<file path="src/rtl/pulse_stretch_explicit.sv">
// Stretches single-cycle ticks into 2^N-cycle pulses followed by 2^N-cycle low gaps.
// Ticks arriving mid-pulse are queued in a saturating P-bit counter; drops raise overflow.
module pulse_stretch_explicit #(
   parameter int N = 22,
   parameter int P = 4
) (
   input  logic         clk_100MHz,
   input  logic         reset,
   input  logic         tick_in,
   output logic         level_out,
   output logic         busy,
   output logic [P-1:0] pending,
   output logic         overflow
);

   typedef enum logic [1:0] {
      S_IDLE = 2'd0,
      S_ON   = 2'd1,
      S_OFF  = 2'd2
   } state_t;

   localparam logic [N-1:0] Q_LOAD   = {N{1'b1}};
   localparam logic [N-1:0] Q_ONE    = {{(N-1){1'b0}}, 1'b1};
   localparam logic [P-1:0] PEND_MAX = {P{1'b1}};
   localparam logic [P-1:0] PEND_ONE = {{(P-1){1'b0}}, 1'b1};

   state_t         state_q, state_d;
   logic [N-1:0]   q_q, q_d;
   logic [P-1:0]   pend_q, pend_d;
   logic           ovf_q, ovf_d;

   always_ff @(posedge clk_100MHz or posedge reset) begin
      if (reset) begin
         state_q <= S_IDLE;
         q_q     <= '0;
         pend_q  <= '0;
         ovf_q   <= 1'b0;
      end else begin
         state_q <= state_d;
         q_q     <= q_d;
         pend_q  <= pend_d;
         ovf_q   <= ovf_d;
      end
   end

   always_comb begin
      state_d = state_q;
      q_d     = q_q;
      pend_d  = pend_q;
      ovf_d   = 1'b0;

      case (state_q)
         S_IDLE: begin
            if (tick_in) begin
               state_d = S_ON;
               q_d     = Q_LOAD;
            end
         end

         S_ON: begin
            if (q_q == '0) begin
               state_d = S_OFF;
               q_d     = Q_LOAD;
            end else begin
               q_d = q_q - Q_ONE;
            end
            if (tick_in) begin
               if (pend_q == PEND_MAX) ovf_d  = 1'b1;
               else                    pend_d = pend_q + PEND_ONE;
            end
         end

         S_OFF: begin
            if (q_q == '0) begin
               // A tick on the exit cycle replaces the consumed event, so pending never overflows here.
               if ((pend_q != '0) || tick_in) begin
                  state_d = S_ON;
                  q_d     = Q_LOAD;
                  if ((pend_q != '0) && !tick_in) pend_d = pend_q - PEND_ONE;
               end else begin
                  state_d = S_IDLE;
               end
            end else begin
               q_d = q_q - Q_ONE;
               if (tick_in) begin
                  if (pend_q == PEND_MAX) ovf_d  = 1'b1;
                  else                    pend_d = pend_q + PEND_ONE;
               end
            end
         end

         default: begin
            state_d = S_IDLE;
            q_d     = '0;
         end
      endcase
   end

   assign level_out = (state_q == S_ON);
   assign busy      = (state_q != S_IDLE) || (pend_q != '0);
   assign pending   = pend_q;
   assign overflow  = ovf_q;

endmodule

</file>
<file path="config.mk">
export PLATFORM = sky130hd
export DESIGN_NAME = pulse_stretch_explicit
export DESIGN_NICKNAME = d
export VERILOG_FILES = /design/src/rtl/pulse_stretch_explicit.sv
export SDC_FILE = /design/constraint.sdc
export NUM_CORES = 1
export LEC_CHECK = 0
export ABC_AREA = 1
export BUFFER_PORTS_ARGS = -buffer_cell sky130_fd_sc_hd__buf_2
export CAP_MARGIN = 20
export CORE_MARGIN = 2
export CORE_UTILIZATION = 66
export CTS_CLUSTER_SIZE = 14
export DETAILED_ROUTE_END_ITERATION = 8
export PLACE_DENSITY = 0.85
export SLEW_MARGIN = 20
export SYNTH_ARGS = -nofsm -noshare
export SYNTH_HDL_FRONTEND = slang
export SYNTH_SLANG_ARGS = --single-unit
</file>
<file path="constraint.sdc">
create_clock -name clk_100MHz -period 3.65 [get_ports clk_100MHz]
set_input_delay 0.73 -clock clk_100MHz [delete_from_list [all_inputs] [get_ports clk_100MHz]]
set_output_delay 0.73 -clock clk_100MHz [all_outputs]
set_load 0.01 [all_outputs]
</file>
==> results of run 1 <==
stage by stage:
step,hold slack [ns],std cells,area [sq um]
2_1_floorplan,0.470,348,2270
3_3_place_gp,0.502,393,2310
4_1_cts,0.530,401,2380
3_5_place_dp,0.507,393,2310
6_report,0.439,401,2380
5_1_grt,0.502,401,2380
sequential cells by signal, indices dropped and copies added, names as in the netlist:
register / flops
q_q: 22
state_q: 2
pending: 4
overflow: 1
power by group through the flow:
stage	Sequential (mW)	Clock (mW)	Combinational (mW)
finish	0.709	0.234	1.29
global route	0.731	0.255	1.49
CTS	0.700	0.240	1.28
detailed placement	0.703	0	1.27
global placement	0.701	0	1.22
floorplan	0.640	0	1.07
worst max path at each step:
stage                                       from                  end  slack, ns  depth (start not counted)
final                     state_q[0]$_DFFE_PP0P_  q_q[19]$_DFFE_PP0P_       1.29                          9
after global placement    state_q[0]$_DFFE_PP0P_  q_q[18]$_DFFE_PP0P_       1.46                          9
after CTS                 state_q[0]$_DFFE_PP0P_  q_q[18]$_DFFE_PP0P_       1.32                          9
after floorplan           state_q[0]$_DFFE_PP0P_                 busy       1.85                          4
after global routing      state_q[0]$_DFFE_PP0P_  q_q[18]$_DFFE_PP0P_       1.05                          9
after detailed placement  state_q[0]$_DFFE_PP0P_  q_q[18]$_DFFE_PP0P_       1.34                          9
placed cells by master (no fill, tap or decap), types with 8 or more instances in the layout:
cell type	count
a21oi_1	11
buf_2	9
dfrtp_1	29
ha_1	8
inv_1	36
nand2_1	108
nand2_2	10
nand3_1	32
nand4_1	10
nor2_1	32
nor2_2	10
o21ai_0	10
o21ai_1	20
layout make-up:
type / count / area [sq um] / share of cell area [%]
multi-input cells: 270 / 1340 / 56.2
flip-flops and latches: 29 / 726 / 30.4
inverters: 39 / 146 / 6.14
clock buffers: 7 / 65.1 / 2.73
well taps: 46 / 57.6 / 2.41
repair buffers: 9 / 45.0 / 1.89
clock inverters: 1 / 5.00 / 0.210
Yosys cell counts:
cell type  instances
nand2_4            1
xnor2_1            1
o21ai_2            1
a21oi_1           11
clkbuf_1           5
nor2_2            10
ha_1               8
or2_2              1
xor2_1             5
inv_1             37
nand2_2           10
inv_2              2
nand3_1           32
nand2_1          108
o21ai_0           10
buf_2              2
a31oi_1            1
dfrtp_1           29
nand3_2            2
nor2_1            32
buf_4              1
nand4_1           10
buf_6              2
nand3b_1           1
nor2_4             3
o21ai_1           20
nor3_1             3
cell families (layout without fill, tap and decap cells):
logic type,after synthesis,after routing,synth area share [%]
simple gates,213,213,42.6
buf+inv,49,56,9.04
compound gates,43,43,9.70
flops,29,29,32.0
fa+ha+maj,8,8,4.41
xor+xnor,6,6,2.31
layer usage:
layer  vias up  track usage (%)  routed length (um)
met4         0             13.6                 154
li1       1129                -                   -
met2        73             47.8                2550
met5         -                0                   0
met3        18             5.77                 294
met1      1041             43.8                2460
==> impl_metrics.json, run 1 <==
{
  "r2r_setup_slack_ns": 1.29,
  "ys_seq_area_share_pct": 32.0,
  "clkPwrFrac_pct": 10.5,
  "slew_violations": 0,
  "crit_slowest_cell": "nor2_2",
  "die_w_um": 62.7,
  "antenna_found_initial": 0,
  "slowest_delay_ns": 0.50,
  "path_buf_inv": 3,
  "seq_power_share_pct": 31.8,
  "worstSkewPairLatency_ns": 0.35,
  "worstMarginPinSlew_ns": 0.765,
  "dieArea_sq_um": 3930,
  "r2r_start": "state_q[0]$_DFFE_PP0P_",
  "switchingPower_mw": 1.19,
  "routed_wl_mm": 5.45,
  "grt.total_usage_pct": 31.4,
  "maxSlewHeadroom_pct": 49.0,
  "start_util_pct": 68.6,
  "dpl_worst_slack_ns": 1.34,
  "port_buffers": 9,
  "clock.fmax_mhz": 424,
  "drive_gt1_share_pct": 13.5,
  "ys_top_cells_by_area": "dfrtp_1 (32%), nand2_1 (18%), nand3_1 (7.1%)",
  "syn_avg_cell_area_sq_um": 6.53,
  "worstPathRequired_ns": 3.95,
  "reg2reg_to": "q_q[19]$_DFFE_PP0P_",
  "rsz0062_at_grt": "false",
  "postCtsSetupBuffers": 0,
  "drv_cap": 0,
  "cellLeakagePower_nw": 1.18,
  "cts_tree": "yes",
  "path_common_cell": "inv_1",
  "num_io_pins": 10,
  "ctsResizeCount": 0,
  "overflow": 0,
  "cts_max_level": 2,
  "setup_viol": 0,
  "grt_max_degree": 30,
  "dp_hpwl_mm": 3.97,
  "cts_sinks": 29,
  "clockRootBuffer": "clkbuf_4",
  "antenna_cells": 0,
  "drcViolationCount": 0,
  "internal_power_mw": 1.04,
  "core_sq_um": 3310,
  "clk_path_buf_depth": 2,
  "rows": 21,
  "p_comb_share_pct": 57.7,
  "period_minus_slack_ns": 2.36,
  "yosysUniqueCellTypes": 27,
  "fin_nets": 365,
  "ys_warn_count": 0,
  "ant_nets": 0,
  "first_pass_iters": 5,
  "vias_per_cell": 5.64,
  "hold_viol": 0,
  "fin_tns_setup_ns": 0,
  "synthesis.area_sq_um": 2270,
  "n_fill_cell": 296,
  "cp_top_family": "simple AND/OR/NAND/NOR gates",
  "syn_nets": 359,
  "setup_ws_ns": 1.29,
  "worst_setup_path_start_kind": "flop",
  "ys_seq_elements": 29,
  "netlist_instances": 348,
  "area_growth_syn_to_layout_pct": 5.01,
  "cp-end-kind": "flop",
  "gp_congestion": 0.949,
  "die_h_um": 62.7,
  "hp-class": "in -> async",
  "clk_pin_slew_ns": 0.10,
  "p_sw_share_pct": 53.2,
  "clock_skew_ns": 0.0139,
  "wl_per_cell_um": 13.6,
  "outcome": "finished clean",
  "reg2reg_depth": 9,
  "crit_path_max_fanout": 16,
  "vias": 2261,
  "cts_hold_repair.buffers": 0,
  "crit_chain": "inv_1 > ha_1 > inv_1 > nor2_1 > inv_1 > nand2_4 > nor2_2 > nand2_1 > nand2_1",
  "final_core_util_pct": 72.0,
  "p_per_area_nw_per_um2": 935,
  "ir_worst_vdd_mv": 0.675,
  "power_mw": 2.23,
  "crit_type": "reg -> reg",
  "cts_buffers": 5,
  "grt_first_pass_wirelength_mm": 9.67,
  "grt_pass1_vias": 2051,
  "fin_crit_sh_pct": 64.6,
  "synth.top_cell.area_share_pct": 32.0,
  "drt-initial-drc-count": 141,
  "arrival_ns": 2.66,
  "synth_top_area_cell": "dfrtp_1"
}
(Power assumes the default switching activity.)
==> inputs of run 2 (changes only) <==
ABC_AREA = 0   (was 1)
CORE_UTILIZATION = 61   (was 66)
PLACE_DENSITY = 0.79   (was 0.85)
clock period = 2.3 ns   (was 3.65 ns; I/O delays follow)
==> run 2 against run 1 <==
  * Global-route usage shrank 0.70 points
  * Clock skew is essentially flat
  * Worst hold slack worse by 0.26 ns
  * Critical path depth stayed put
  * Flip-flop and latch count is the same
  * Die area rose by 2.7%
  * Via count down 5.1%
  * Cell area increased by 2.8%
==> impl_metrics.json, run 2 <==
{
  "n_fill_cell": 299,
  "cts_max_level": 2,
  "outcome": "finished clean",
  "core_sq_um": 3360,
  "dp_hpwl_mm": 4.15,
  "cts_sinks": 29,
  "synthFlopType": "dfrtp_1",
  "p_per_area_nw_per_um2": 1280,
  "vias_per_cell": 6.50,
  "final_core_util_pct": 72.9,
  "cp-end-kind": "flop",
  "worstSkewPairLatency_ns": 0.34,
  "crit_path_max_fanout": 9,
  "endpoint": "q_q[19]$_DFFE_PP0P_",
  "grt_pass1_vias": 1982,
  "maxSlewHeadroom_pct": 63.4,
  "ant_nets": 0,
  "reg2reg_depth": 9,
  "worstPathRequired_ns": 2.50,
  "p_sw_share_pct": 48.4,
  "grt_first_pass_wirelength_mm": 9.60,
  "rows": 21,
  "synth_edf_count": 0,
  "ys_warn_count": 0,
  "seq_area_sq_um": 726,
  "gp_congestion": 0.979,
  "grt_max_degree": 30,
  "r2r_start": "q_q[0]$_DFFE_PP0P_",
  "start_util_pct": 64.2,
  "netlist_instances": 253,
  "ys_seq_area_share_pct": 33.6,
  "yosysUniqueCellTypes": 61,
  "worstSetupStartpoint": "q_q[0]$_DFFE_PP0P_",
  "clk_path_buf_depth": 2,
  "clock_skew_ns": 0.0142,
  "setup_viol": 0,
  "arrival_ns": 2.40,
  "hp-class": "in -> async",
  "overflow": 0,
  "synth_common_cells": "dfrtp_1 (29), nor2_1 (29), o21ai_1 (29)",
  "drive_gt1_share_pct": 20.4,
  "multi_input_area_sq_um": 1330,
  "wl_per_cell_um": 17.0,
  "antenna_found_initial": 0,
  "clockRootBuffer": "clkbuf_4",
  "crit_type": "reg -> reg",
  "num_io_pins": 10,
  "drv_cap": 0,
  "cts_buffers": 5,
  "ys_seq_elements": 29,
  "clk_pin_slew_ns": 0.10,
  "synth_top_area_cell": "dfrtp_1",
  "cts_tree": "yes",
  "worstMarginPinSlew_ns": 0.545,
  "hold_viol": 0,
  "synthesis.area_sq_um": 2160,
  "fin_crit_sh_pct": 95.3,
  "syn_avg_cell_area_sq_um": 8.54,
  "drt-initial-drc-count": 197,
  "grt.total_usage_pct": 30.7,
  "ir_worst_vdd_mv": 0.802,
  "largest_register_ffs": 22,
  "die_h_um": 63.5,
  "syn_nets": 264,
  "synth.top_cell.area_share_pct": 33.6,
  "internal_power_mw": 1.62,
  "period_minus_slack_ns": 2.19,
  "antenna_cells": 0,
  "routed_wl_mm": 5.63,
  "seq_power_share_pct": 34.7,
  "r2r_setup_slack_ns": 0.11,
  "slew_violations": 0,
  "reg2reg_to": "q_q[19]$_DFFE_PP0P_",
  "die_w_um": 63.5,
  "ys_top_cells_by_area": "dfrtp_1 (34%), o21ai_1 (6.7%), nor2_1 (5.0%)",
  "power_mw": 3.13,
  "fin_nets": 294,
  "clkPwrFrac_pct": 9.5,
  "p_comb_share_pct": 55.8,
  "switchingPower_mw": 1.52,
  "final_cell_mix": "nor2_1 (29), o21ai_1 (29), dfrtp_1 (29)",
  "clock.fmax_mhz": 456,
  "area_growth_syn_to_layout_pct": 13.6,
  "synthArstFlopShare_pct": 100,
  "drcViolationCount": 0,
  "dieArea_sq_um": 4030,
  "first_pass_iters": 5,
  "worst_setup_path_start_kind": "flop",
  "cellLeakagePower_nw": 1.00,
  "port_buffers": 9,
  "regMostFlops": "q_q",
  "vias": 2145
}
run 2: changes by cell type after synthesis, moves of 7 or more:
cell     delta
o21ai_1     +9
o21ai_0     -7
nor3_1     +10
nand2_1    -97
nand4_1     -8
nand2_2     -9
inv_1      -23
nor2_2     -10
nand3_1    -25
run 2: power groups by stage:
| stage | clock (mW) | combinational (mW) | sequential [mW] |
|---|---|---|---|
| 4_1_cts | 0.308 | 1.72 | 1.07 |
| 3_5_place_dp | 0 | 1.71 | 1.08 |
| 6_report | 0.297 | 1.75 | 1.09 |
| 5_1_grt | 0.328 | 1.95 | 1.13 |
| 3_3_place_gp | 0 | 1.68 | 1.07 |
| 2_1_floorplan | 0 | 1.20 | 1.03 |
run 2: metal layers:
layer | part of all wire [%] | GRT usage, % | vias up
li1 | - | - | 1007
met1 | 44 | 41.8 | 1007
met2 | 45 | 46.2 | 117
met3 | 8.5 | 7.68 | 14
met4 | 2.2 | 13.0 | 0
met5 | 0 | 0 | -
run 2: area by class of cell:
cell class,instances,area share [%]
clock inverters,2,0.408
multi-input cells,199,54.3
well taps,46,2.35
flip-flops and latches,29,29.6
inverters,14,2.14
repair buffers,34,9.49
clock buffers,6,1.68
run 2: what timing repair did:
action | in CTS | in global routing
hold buffers | 0 | 0
endpoints found under the setup margin | 0 | 18
buffers inserted | 0 | 1
resized for setup | 0 | 4
run 2: worst min path at each step:
stage / start / end / slack, ns
finish: reset / pending[0]$_DFFE_PP0P_ / 0.18
global route: reset / q_q[15]$_DFFE_PP0P_ / 0.23
CTS: reset / q_q[15]$_DFFE_PP0P_ / 0.19
detailed placement: q_q[15]$_DFFE_PP0P_ / q_q[15]$_DFFE_PP0P_ / 0.51
global placement: q_q[15]$_DFFE_PP0P_ / q_q[15]$_DFFE_PP0P_ / 0.51
floorplan: q_q[15]$_DFFE_PP0P_ / q_q[15]$_DFFE_PP0P_ / 0.48
run 2: cells by family (layout without fill, tap and decap cells):
logic type      Yosys count  in the layout  synth area share [%]
fa+ha+maj                 8              8                  4.64
flops                    29             29                  33.6
compound gates           91             91                  28.0
buf+inv                  25             56                  5.50
xor+xnor                  1              1                 0.406
simple gates             97             97                  26.8
mux                       2              2                 0.985
run 2: critical path: stages (launching register included):
cell and delay [ns]:
dfrtp_1 0.39, inv_1 0.11, ha_1 0.21, buf_4 0.13, nor4b_4 0.26, nand4_4 0.25, o21a_1 0.35, buf_4 0.19
nand2_1 0.08, o211ai_1 0.10
run 2: per-stage QoR:
stage | setup TNS [ns] | hold WS (ns) | worst slack [ns] | instance area, sq um | cells
after global placement | 0 | 0.505 | 0.105 | 2380 | 321
after global routing | -0.00888 | 0.231 | -0.00784 | 2450 | 330
after detailed placement | 0 | 0.512 | 0.0605 | 2380 | 321
after floorplan | 0 | 0.479 | 0.163 | 2160 | 253
final | 0 | 0.182 | 0.108 | 2450 | 330
after CTS | 0 | 0.190 | 0.0289 | 2430 | 329
